--- config.mk ---
export PLATFORM = sky130hd
export DESIGN_NAME = mem_port_arbiter
export DESIGN_NICKNAME = d
export VERILOG_FILES = /design/src/rtl/mem_arb_pkg.sv /design/src/rtl/arb_pick2.sv /design/src/rtl/mem_port_arbiter.sv
export SDC_FILE = /design/constraint.sdc
export NUM_CORES = 1
export LEC_CHECK = 0
export BUFFER_PORTS_ARGS = -buffer_cell sky130_fd_sc_hd__clkbuf_2
export CAP_MARGIN = 20
export CORE_MARGIN = 2
export CORE_UTILIZATION = 37
export DETAILED_ROUTE_END_ITERATION = 10
export GPL_TIMING_DRIVEN = 0
export PLACE_DENSITY = 0.63
export SLEW_MARGIN = 20
export SYNTH_ARGS = -nofsm -noshare
export SYNTH_HDL_FRONTEND = slang
export SYNTH_SLANG_ARGS = --single-unit
--- constraint.sdc ---
create_clock -name clk -period 2.1 [get_ports clk]
set_clock_uncertainty 0.2 [all_clocks]
set_input_delay 0.42 -clock clk [delete_from_list [all_inputs] [get_ports clk]]
set_output_delay 0.42 -clock clk [all_outputs]
set_load 0.05 [all_outputs]
--- src/rtl/mem_arb_pkg.sv ---
// Shared types and constants for the unified-memory port arbiter.
package mem_arb_pkg;

  typedef enum logic [1:0] {
    IDLE  = 2'd0,
    ISSUE = 2'd1,
    WAIT  = 2'd2,
    RESP  = 2'd3
  } arb_state_t;

  localparam logic OWN_CPU = 1'b0;
  localparam logic OWN_LDR = 1'b1;

  // Width of the latency and starvation counters (both legal up to 15).
  localparam int unsigned CNT_W = 4;

endpackage

--- src/rtl/arb_pick2.sv ---
// Two-way picker: core wins ties unless the loader has lost STARVE_MAX times.
module arb_pick2
  import mem_arb_pkg::*;
#(
  parameter int unsigned STARVE_MAX = 8
) (
  input  logic clk,
  input  logic reset,
  input  logic req0,
  input  logic req1,
  input  logic update,
  output logic grant
);

  logic [CNT_W-1:0] starve_cnt;

  // Grant 1 (loader) when it is alone or has been starved long enough.
  always_comb begin
    grant = req1 & (~req0 | (starve_cnt == CNT_W'(STARVE_MAX)));
  end

  // Count loader losses; clear on a loader win, saturate at STARVE_MAX.
  always_ff @(posedge clk) begin
    if (reset) begin
      starve_cnt <= '0;
    end else if (update) begin
      if (grant) begin
        starve_cnt <= '0;
      end else if (req1 && (starve_cnt != CNT_W'(STARVE_MAX))) begin
        starve_cnt <= starve_cnt + CNT_W'(1);
      end
    end
  end

endmodule

--- src/rtl/mem_port_arbiter.sv ---
// Shares one memory between the core (port 0) and the loader (port 1),
// sequencing each access as ISSUE / WAIT / RESP.
module mem_port_arbiter
  import mem_arb_pkg::*;
#(
  parameter int unsigned AW         = 32,
  parameter int unsigned DW         = 32,
  parameter int unsigned MEM_LAT    = 1,
  parameter int unsigned STARVE_MAX = 8
) (
  input  logic          clk,
  input  logic          reset,
  input  logic          cpu_req,
  input  logic          cpu_we,
  input  logic [AW-1:0] cpu_addr,
  input  logic [DW-1:0] cpu_wdata,
  output logic          cpu_ack,
  output logic [DW-1:0] cpu_rdata,
  output logic          cpu_stall,
  input  logic          ldr_req,
  input  logic          ldr_we,
  input  logic [AW-1:0] ldr_addr,
  input  logic [DW-1:0] ldr_wdata,
  output logic          ldr_ack,
  output logic [DW-1:0] ldr_rdata,
  output logic          mem_en,
  output logic          mem_we,
  output logic [AW-1:0] mem_addr,
  output logic [DW-1:0] mem_wdata,
  input  logic [DW-1:0] mem_rdata,
  output logic          owner
);

  arb_state_t       state;
  logic [CNT_W-1:0] lat_cnt;
  logic             lat_we;
  logic [DW-1:0]    cpu_hold;
  logic [DW-1:0]    ldr_hold;
  logic             any_req;
  logic             grant;

  assign any_req = cpu_req | ldr_req;

  arb_pick2 #(
    .STARVE_MAX(STARVE_MAX)
  ) u_pick (
    .clk   (clk),
    .reset (reset),
    .req0  (cpu_req),
    .req1  (ldr_req),
    .update((state == IDLE) & any_req),
    .grant (grant)
  );

  // Access sequencer; mem_addr/mem_wdata double as the request latch.
  always_ff @(posedge clk) begin
    if (reset) begin
      state     <= IDLE;
      owner     <= OWN_CPU;
      lat_we    <= 1'b0;
      lat_cnt   <= '0;
      mem_en    <= 1'b0;
      mem_we    <= 1'b0;
      mem_addr  <= '0;
      mem_wdata <= '0;
      cpu_ack   <= 1'b0;
      ldr_ack   <= 1'b0;
    end else begin
      case (state)
        IDLE: begin
          if (any_req) begin
            owner     <= grant;
            lat_we    <= grant ? ldr_we : cpu_we;
            mem_we    <= grant ? ldr_we : cpu_we;
            mem_addr  <= grant ? ldr_addr : cpu_addr;
            mem_wdata <= grant ? ldr_wdata : cpu_wdata;
            mem_en    <= 1'b1;
            state     <= ISSUE;
          end
        end
        ISSUE: begin
          mem_en  <= 1'b0;
          mem_we  <= 1'b0;
          lat_cnt <= CNT_W'(MEM_LAT - 1);
          if (MEM_LAT == 1) begin
            cpu_ack <= (owner == OWN_CPU);
            ldr_ack <= (owner == OWN_LDR);
            state   <= RESP;
          end else begin
            state <= WAIT;
          end
        end
        WAIT: begin
          if (lat_cnt == CNT_W'(1)) begin
            cpu_ack <= (owner == OWN_CPU);
            ldr_ack <= (owner == OWN_LDR);
            state   <= RESP;
          end else begin
            lat_cnt <= lat_cnt - CNT_W'(1);
          end
        end
        RESP: begin
          cpu_ack <= 1'b0;
          ldr_ack <= 1'b0;
          state   <= IDLE;
        end
        default: state <= IDLE;
      endcase
    end
  end

  // Capture read data into the owner's hold register during RESP.
  always_ff @(posedge clk) begin
    if (reset) begin
      cpu_hold <= '0;
      ldr_hold <= '0;
    end else if ((state == RESP) && !lat_we) begin
      if (owner == OWN_LDR) begin
        ldr_hold <= mem_rdata;
      end else begin
        cpu_hold <= mem_rdata;
      end
    end
  end

  // Read data passes straight through in the ack cycle, else shows the hold reg.
  assign cpu_rdata = (cpu_ack && !lat_we) ? mem_rdata : cpu_hold;
  assign ldr_rdata = (ldr_ack && !lat_we) ? mem_rdata : ldr_hold;

  // Stall is forced low while reset is asserted so every output reads 0 in reset.
  assign cpu_stall = cpu_req & ~cpu_ack & ~reset;

endmodule

==> impl_metrics.toml, run 1 <==
[detailed_routing]
detail_route.iter0.violations = 378
via_count = 7576
wl_per_cell_um = 17.92
dr.pass1.iters = 5
wl_um = 25910
detail-route-antenna-nets = 0
vias_per_cell = 5.239
drcViolationCount = 0

[global_routing]
grt_pass1_vias = 7499
grt_max_degree = 17
grt_pass1_wl_um = 38770
overflow = 0
grt.total_usage_pct = 23.56
antenna_found_initial = 0

[yosys]
synth_edf_count = 0
ys_ff_latch = 144
syn_nets = 1017
yosysWarnings = 0
synth-main-ff-cell = "dfxtp_1"
syn_inst = 842
syn_area_per_cell_sq_um = 8.699
syn_area_sq_um = 7325
ys_async_sr_fraction_pct = 0
seq_area_frac_synth_pct = 39.36
synth.distinct_cells = 38

[layout]
layout-drive-gt1-share_pct = 47.08
area_delta_synth_final_pct = 52.85
antenna-diode-count = 0
nets = 1343
nFillCells = 1723

[power_and_ir_drop]
switchingPower_mw = 6.227
clkPwrFrac_pct = 22.9
p_leak_nw = 4.699
power_frac_seq_pct = 25.9
power_density_nw_per_um2 = 1243
combPwrFrac_pct = 51.1
switching_share_pct = 44.73
p_int_mw = 7.694
power_mw = 13.92
peakVddDrop_v = 0.0006208

[timing]
finalSetupViolCount = 64
setup_ws_ns = -0.2770
layout_min_cycle_time_ns = 2.377
tightestPinTransition_ns = 0.9046
slew_headroom_pct = 39.69
fin_crit_sh_pct = 113.2
hold_violations = 0
max_freq_mhz = 420.7
rsz0062_at_grt = "yes"
maxSlewViolCount = 0

[placement]
place_congestion = 0.8883
place_ws_ns = -0.3488
io_buffer_count = 298
dp_hpwl_um = 18010

[clock_network]
cts_buffers = 17
cts_tree = "built"
cts_sinks = 144
postCtsHoldBufs = 0
htreeDepth = 4
clock_latency_ns = 0.42
clk_pin_slew_ns = 0.06
ctsLongestPathBuffers = 2
cts_root_buf = "clkbuf_16"

[hold_path]
min_path_type = "primary input to register"
min_to = "ldr_hold[8]"
whs_path_depth = 3
worstHoldStart = "mem_rdata[8]"

[die]
boundaryPins = 300
core_area_sq_um = 19460
dieArea_sq_um = 20940
die_y_um = 144.7
start_util_pct = 37.63
die_x_um = 144.7
rows = 51

[setup_path]
worst-endpoint-required_ns = 1.48
startpoint_type = "register"
critical_path_class = "register to primary output"
r2r_cells = 8
endpoint_kind = "primary output"
worstPathArrival_ns = 1.76
worstReg2RegEnd = "mem_addr[4]"
crit-reg2reg-launch = "state[0]"
cp_max_fo = 6
ff2ff_setup_slack_ns = 0.08

[run_status]
status = "finished, violations left"
violations = "setup timing"

[run]
maxCapViolations = 0
==> metrics by stage <==
| stage | TNS [ns] | utilization, % | instances | instance area, sq um | hold WS [ns] |
|---|---|---|---|---|---|
| final | -15.23 | 57.52 | 1446 | 11200 | 0.06265 |
| after CTS | -22.70 | 55.26 | 1439 | 10750 | 0.03564 |
| after detailed placement | -28.35 | 47.18 | 1405 | 9183 | 0.2436 |
| after global routing | -18.28 | 57.52 | 1446 | 11200 | 0.06231 |
| after global placement | -26.92 | 47.18 | 1405 | 9183 | 0.2382 |
| after floorplan | 0 | - | 842 | 7360 | 0.2329 |
==> layout by cell type, fill, tap and decap left out, drive strengths merged, types with 4 or more instances in the layout <==
| master | synthesis | routed |
|---|---|---|
| a211oi | 67 | 67 |
| a21oi | 73 | 73 |
| buf | 26 | 78 |
| clkbuf | 58 | 331 |
| dfxtp | 144 | 144 |
| ha | 9 | 9 |
| inv | 11 | 16 |
| mux2 | 66 | 66 |
| nand2 | 133 | 133 |
| nand2b | 6 | 6 |
| nand3 | 4 | 4 |
| nor2 | 71 | 71 |
| nor2b | 6 | 6 |
| nor3b | 4 | 4 |
| nor4 | 65 | 65 |
| o21ai | 7 | 7 |
| o21bai | 65 | 65 |
==> per-layer routing <==
layer,wire length [um],vias to the layer above,GRT usage (%),share of wire [%]
li1,-,3655,-,-
met4,964,0,9.913,3.7
met1,10700,3564,28.59,41
met2,12460,296,39.41,48
met5,0,-,0,0
met3,1791,61,6.417,6.9
==> flip-flops by register name (all words and copies together) (netlist names) <==
register           count
mem_we                 1
mem_addr              32
cpu_ack                1
mem_wdata             32
cpu_hold              32
state                  2
lat_cnt                4
ldr_ack                1
mem_en                 1
u_pick.starve_cnt      4
lat_we                 1
ldr_hold              32
owner                  1
==> what timing repair did <==
| action | 4_1_cts | 5_1_grt |
|---|---|---|
| pin swaps | 0 | 2 |
| cloned | 1 | 4 |
| endpoints found under the setup margin | 154 | 181 |
| gates resized for setup | 213 | 138 |
| setup buffers | 2 | 4 |
| endpoints found under the hold margin | 0 | 0 |
==> critical path, stage by stage (launching register included) <==
cell,delay [ns]
dfxtp_4,0.41
nand2b_4,0.20
buf_12,0.13
buf_8,0.12
mux2_4,0.32
buf_8,0.15
==> cell usage after synthesis, types with 11 or more instances <==
library cell,count,area share [%]
a211oi_1,17,1.7
nor2_1,71,3.6
o21bai_1,65,6.7
clkbuf_1,58,3.0
a211oi_2,50,8.5
dfxtp_1,144,39
inv_1,11,0.56
nand2_1,133,6.8
mux2_2,62,9.5
a21oi_1,73,5.0
nor4_1,65,5.6
buf_2,16,1.1
==> power groups by stage <==
stage,Sequential (mW),Clock [mW],Combinational (mW)
after floorplan,4.94,0,3.16
after global placement,3.61,0,5.96
after detailed placement,3.62,0,5.98
after CTS,3.58,3.25,6.75
after global routing,3.66,3.37,7.50
final,3.61,3.19,7.12
==> worst max path at each step <==
| stage | startpoint | endpoint | cells past startpoint |
|---|---|---|---|
| after global placement | lat_we | cpu_rdata[24] | 5 |
| after detailed placement | lat_we | cpu_rdata[24] | 5 |
| after floorplan | ldr_ack | ldr_rdata[11] | 4 |
| after CTS | lat_we | ldr_rdata[24] | 5 |
| final | lat_we | cpu_rdata[21] | 5 |
| after global routing | lat_we | cpu_rdata[21] | 5 |
==> kinds of logic (layout without fill, tap and decap cells) <==
family,after synthesis,after routing,share of synthesized area (%)
compound gates,218,218,23.11
mux,68,68,10.42
buf+inv,95,434,5.962
flops,144,144,39.36
simple gates,308,308,19.61
fa+ha+maj,9,9,1.537
==> layout make-up <==
cell class              instances  area, sq um  area share, %
repair buffers                309         2302          20.56
plain buffers                  82        528.0          4.716
well taps                     265        331.6          2.962
clock inverters                14        181.4          1.620
inverters                      11        41.29         0.3688
multi-input cells             603         4486          40.06
clock buffers                  18        429.2          3.833
flip-flops and latches        144         2897          25.87
Power figures use the tool's default switching activity.
==> inputs of run 2 (changes only) <==
--- a/config.mk
+++ b/config.mk
@@ -9,6 +9,7 @@
 export CAP_MARGIN = 20
 export CORE_MARGIN = 2
 export CORE_UTILIZATION = 37
+export CTS_BUF_LIST = sky130_fd_sc_hd__clkbuf_8 sky130_fd_sc_hd__clkbuf_16
 export DETAILED_ROUTE_END_ITERATION = 10
 export GPL_TIMING_DRIVEN = 0
 export PLACE_DENSITY = 0.63
==> impl_metrics.toml, run 2 (synthesis gave the netlist of run 1 again) <==
[run_status]
status = "finished, violations left"
violations = "setup timing"

[die]
dieArea_sq_um = 20940
core_area_sq_um = 19460
die_y_um = 144.7
start_util_pct = 37.63
boundaryPins = 300
die_x_um = 144.7
rows = 51

[layout]
layout-drive-gt1-share_pct = 47.08
area_delta_synth_final_pct = 52.85
fin_cells = 1446
nets = 1343
nFillCells = 1723
post-route-cell-area_sq_um = 11200
final_cell_mix = "clkbuf_2 (246), dfxtp_1 (137), nand2_1 (133)"
antenna-diode-count = 0
final_common_cell = "clkbuf_2"
fin_util_pct = 57.52

[clock_network]
cts_tree = "built"
cts_sinks = 144
clk_pin_slew_ns = 0.06
ctsLongestPathBuffers = 2
cts_root_buf = "clkbuf_16"
clock_latency_ns = 0.42
cts_buffers = 17
htreeDepth = 4

[setup_path]
crit_end = "cpu_rdata[21]"
worstReg2RegEnd = "mem_addr[4]"
crit_slowest_cell = "dfxtp_4"
worstPathCellList = "nand2b_4, buf_12, buf_8, mux2_4, buf_8"
r2r_cells = 8
cp.buffers_inverters = 3
startpoint_type = "register"
worst-endpoint-required_ns = 1.48
critPathLaunch = "lat_we"
cp_max_fo = 6
cp.depth = 5
crit-reg2reg-launch = "state[0]"
critPathMaxStageDelay_ns = 0.41
endpoint_kind = "primary output"
critical_path_class = "register to primary output"
critPathMostFrequentCell = "buf_8"
worstPathArrival_ns = 1.76
crit_family = "flip-flops"
ff2ff_setup_slack_ns = 0.08

[global_routing]
grt.total_usage_pct = 23.56
grt_max_degree = 17
grt_pass1_vias = 7499
antenna_found_initial = 0
overflow = 0
grt_pass1_wl_um = 38770

[detailed_routing]
detail-route-antenna-nets = 0
wl_um = 25910
via_count = 7577
vias_per_cell = 5.240
wl_per_cell_um = 17.92
dr.pass1.iters = 5
drcViolationCount = 0
detail_route.iter0.violations = 373

[timing]
tightestPinTransition_ns = 0.9046
hold_violations = 0
maxSlewViolCount = 0
setup_ws_ns = -0.2772
fin_crit_sh_pct = 113.2
holdWs_ns = 0.06231
max_freq_mhz = 420.7
fin_setup_tns_ns = -15.24
slew_headroom_pct = 39.69
rsz0062_at_grt = "yes"
finalSetupViolCount = 64
layout_min_cycle_time_ns = 2.377

[placement]
placed_cells = 1405
place_congestion = 0.8883
place_ws_ns = -0.3488
dp_hpwl_um = 18010
io_buffer_count = 298
place_area_sq_um = 9183

[power_and_ir_drop]
peakVddDrop_v = 0.0006208
power_mw = 13.92
power_density_nw_per_um2 = 1243
p_leak_nw = 4.703

[run]
maxCapViolations = 0

[hold_path]
min_path_type = "primary input to register"
worstHoldStart = "mem_rdata[8]"
run 2: report_power, final:
group | internal (mW) | leakage, nW | switching, mW
registers | 3.26 | 1.18 | 0.342
clock network | 1.89 | 0.295 | 1.30
logic | 2.53 | 3.23 | 4.59
run 2: layer usage:
metal	vias to the layer above	GRT usage (%)	wire length, um
met5	-	0	0
met4	0	9.913	964
met3	61	6.417	1803
met2	298	39.41	12460
met1	3563	28.59	10690
li1	3655	-	-
run 2: worst min path at each step:
stage                   end  slack (ns)  cells after the start
2_1_floorplan   cpu_hold[0]        0.23                      2
3_3_place_gp   cpu_hold[24]        0.24                      2
3_5_place_dp    cpu_hold[3]        0.24                      2
4_1_cts        ldr_hold[23]        0.04                      3
5_1_grt         cpu_hold[6]        0.06                      3
6_report        ldr_hold[8]        0.06                      3
run 2: worst reg2reg max path: cells and delay by family (launching register included):
family	cells	cell delay [ns]
compound gates	2	0.17
buf+inv	4	0.68
fa+ha+maj	1	0.16
simple gates	1	0.35
flops	1	0.35
run 2: cell type report:
class                   count  area (sq um)  area share (%)
clock inverters            15         185.2           1.654
well taps                 265         331.6           2.962
clock buffers              17         425.4           3.800
flip-flops and latches    144          2897           25.87
multi-input cells         603          4486           40.06
inverters                  11         41.29          0.3688
plain buffers              82         528.0           4.716
repair buffers            309          2302           20.56
run 2: what timing repair did:
item                                    in CTS  in global routing
resized for setup                          213                138
pin swaps                                    0                  2
hold buffers                                 0                  0
endpoints found under the setup margin     154                181
cloned                                       1                  4
setup buffers                                2                  4
==> inputs of run 3 (changes only) <==
--- a/config.mk
+++ b/config.mk
@@ -12,6 +12,7 @@
 export CTS_BUF_LIST = sky130_fd_sc_hd__clkbuf_8 sky130_fd_sc_hd__clkbuf_16
 export DETAILED_ROUTE_END_ITERATION = 10
 export GPL_TIMING_DRIVEN = 0
+export MAX_ROUTING_LAYER = met4
 export PLACE_DENSITY = 0.63
 export SLEW_MARGIN = 20
 export SYNTH_ARGS = -nofsm -noshare
==> impl_metrics.toml, run 3 (synthesis gave the netlist of run 1 again) <==
[detailed_routing]
via_count = 7509
wl_met2_um = 12130
vias_per_cell = 5.218
wl_um = 25300
wl_per_cell_um = 17.58
route.met3.wl_um = 1621
detail_route.iter0.violations = 381
detail-route-antenna-nets = 0
top_layer = "met4"
drt-met1-wl_um = 10910
dr.pass1.iters = 5
drcViolationCount = 0

[layout]
antenna-diode-count = 0
fin_cells = 1439
final_cell_mix = "clkbuf_2 (250), dfxtp_1 (138), nand2_1 (133)"
fin_util_pct = 56.68
post-route-cell-area_sq_um = 11030
area_delta_synth_final_pct = 50.60
layout-drive-gt1-share_pct = 47.19
nets = 1336
final_common_cell = "clkbuf_2"

[setup_path]
ff2ff_setup_slack_ns = 0.08
cp_max_fo = 10
crit-reg2reg-launch = "lat_cnt[1]"
cp.buffers_inverters = 3
worst-endpoint-required_ns = 1.48
worstPathCellList = "nor2b_4, buf_8, buf_8, mux2_2, clkbuf_8"
r2r_cells = 5
crit_slowest_cell = "dfxtp_4"
worstReg2RegEnd = "cpu_ack"
critical_path_class = "register to primary output"
crit_family = "buffers and inverters"
endpoint_kind = "primary output"
critPathMaxStageDelay_ns = 0.38
startpoint_type = "register"
critPathMostFrequentCell = "buf_8"
worstPathArrival_ns = 1.76

[hold_path]
min_to = "cpu_hold[21]"
min_path_type = "primary input to register"
worstHoldStart = "mem_rdata[21]"
whs_path_depth = 3

[global_routing]
grt_pass1_vias = 7412
grt_pass1_wl_um = 38520
antenna_found_initial = 0
overflow = 0
grt.total_usage_pct = 24.24
grt_max_degree = 17

[placement]
place_ws_ns = -0.3337
io_buffer_count = 298
placed_cells = 1405
place_area_sq_um = 9183
dp_hpwl_um = 17830
place_congestion = 0.8909

[power_and_ir_drop]
power_frac_seq_pct = 26.0
clkPwrFrac_pct = 22.0
power_mw = 13.84
peakVddDrop_v = 0.0006308
switchingPower_mw = 6.218
p_int_mw = 7.622
power_density_nw_per_um2 = 1255
p_leak_nw = 4.689
switching_share_pct = 44.93
combPwrFrac_pct = 52.1

[timing]
slew_headroom_pct = 45.28
fin_crit_sh_pct = 113.5
rsz0062_at_grt = "yes"
layout_min_cycle_time_ns = 2.384
hold_violations = 0
setup_ws_ns = -0.2835
maxSlewViolCount = 0
finalSetupViolCount = 64
tightestPinTransition_ns = 0.8208
max_freq_mhz = 419.6

[run]
maxCapViolations = 0

[clock_network]
htreeDepth = 4
cts_buffers = 17
cts_tree = "built"
ctsLongestPathBuffers = 2
clk_pin_slew_ns = 0.07
postCtsHoldBufs = 0
clock_latency_ns = 0.42
cts_root_buf = "clkbuf_16"
cts_sinks = 144

[run_status]
status = "finished, violations left"
violations = "setup timing"

[die]
start_util_pct = 37.63
boundaryPins = 300
core_area_sq_um = 19460
die_y_um = 144.7
dieArea_sq_um = 20940
rows = 51
die_x_um = 144.7
-- run 3: changes by cell type in the layout (fill, tap and decap cells not counted), sizes merged --
| cell | previous run | this run |
|---|---|---|
| clkinv | 3 | 4 |
| bufinv | 3 | 2 |
| inv | 17 | 15 |
| buf | 78 | 75 |
| clkbuf | 330 | 326 |
| clkinvlp | 3 | 5 |
-- run 3: worst reg2reg max path, stage by stage (launching register included) --
cell	delay, ns
dfxtp_1	0.32
inv_1	0.08
ha_1	0.15
or3b_2	0.49
a21oi_1	0.29
mux2_2	0.37
-- run 3: layout make-up --
class	instances	area, sq um
buffer	81	551.8
clock buffer	17	425.4
clock inverter	15	160.2
fill	1770	8432
inverter	11	41.29
multi-input combinational	603	4464
sequential	144	2895
tap	265	331.6
timing repair buffer	303	2161
-- run 3: power by group through the flow --
stage | Combinational [mW] | Clock (mW) | Sequential, mW
floorplan | 3.16 | 0 | 4.94
global placement | 5.97 | 0 | 3.61
detailed placement | 5.97 | 0 | 3.62
CTS | 6.81 | 3.09 | 3.58
global route | 7.61 | 3.22 | 3.66
finish | 7.20 | 3.04 | 3.59
-- run 3: worst max path at each step --
stage                    endpoint  cells after the start  slack [ns]     from
floorplan           ldr_rdata[11]                      4        0.04  ldr_ack
global placement    cpu_rdata[27]                      5       -0.34   lat_we
detailed placement  cpu_rdata[11]                      5       -0.33   lat_we
CTS                  ldr_rdata[8]                      5       -0.33   lat_we
global route        ldr_rdata[21]                      5       -0.34   lat_we
finish              ldr_rdata[18]                      5       -0.28   lat_we
-- run 3: per-layer routing --
layer	vias up	GRT usage, %
met4	0	8.380
met3	42	6.120
met2	269	39.31
li1	3640	-
met5	-	-
met1	3558	29.47
-- run 3: what timing repair did --
action | CTS | global route
endpoints found under the setup margin | 151 | 189
endpoints found under the hold margin | 0 | 0
setup buffers | 0 | 4
pin swaps | 0 | 2
cloned | 1 | 1
gates resized for setup | 232 | 132
-- run 3: per-stage QoR --
| stage | hold slack (ns) | TNS [ns] |
|---|---|---|
| after floorplan | 0.2329 | 0 |
| after global placement | 0.2399 | -27.14 |
| after detailed placement | 0.2436 | -28.09 |
| after CTS | 0.04071 | -23.07 |
| after global routing | 0.05679 | -18.17 |
| final | 0.05881 | -15.01 |
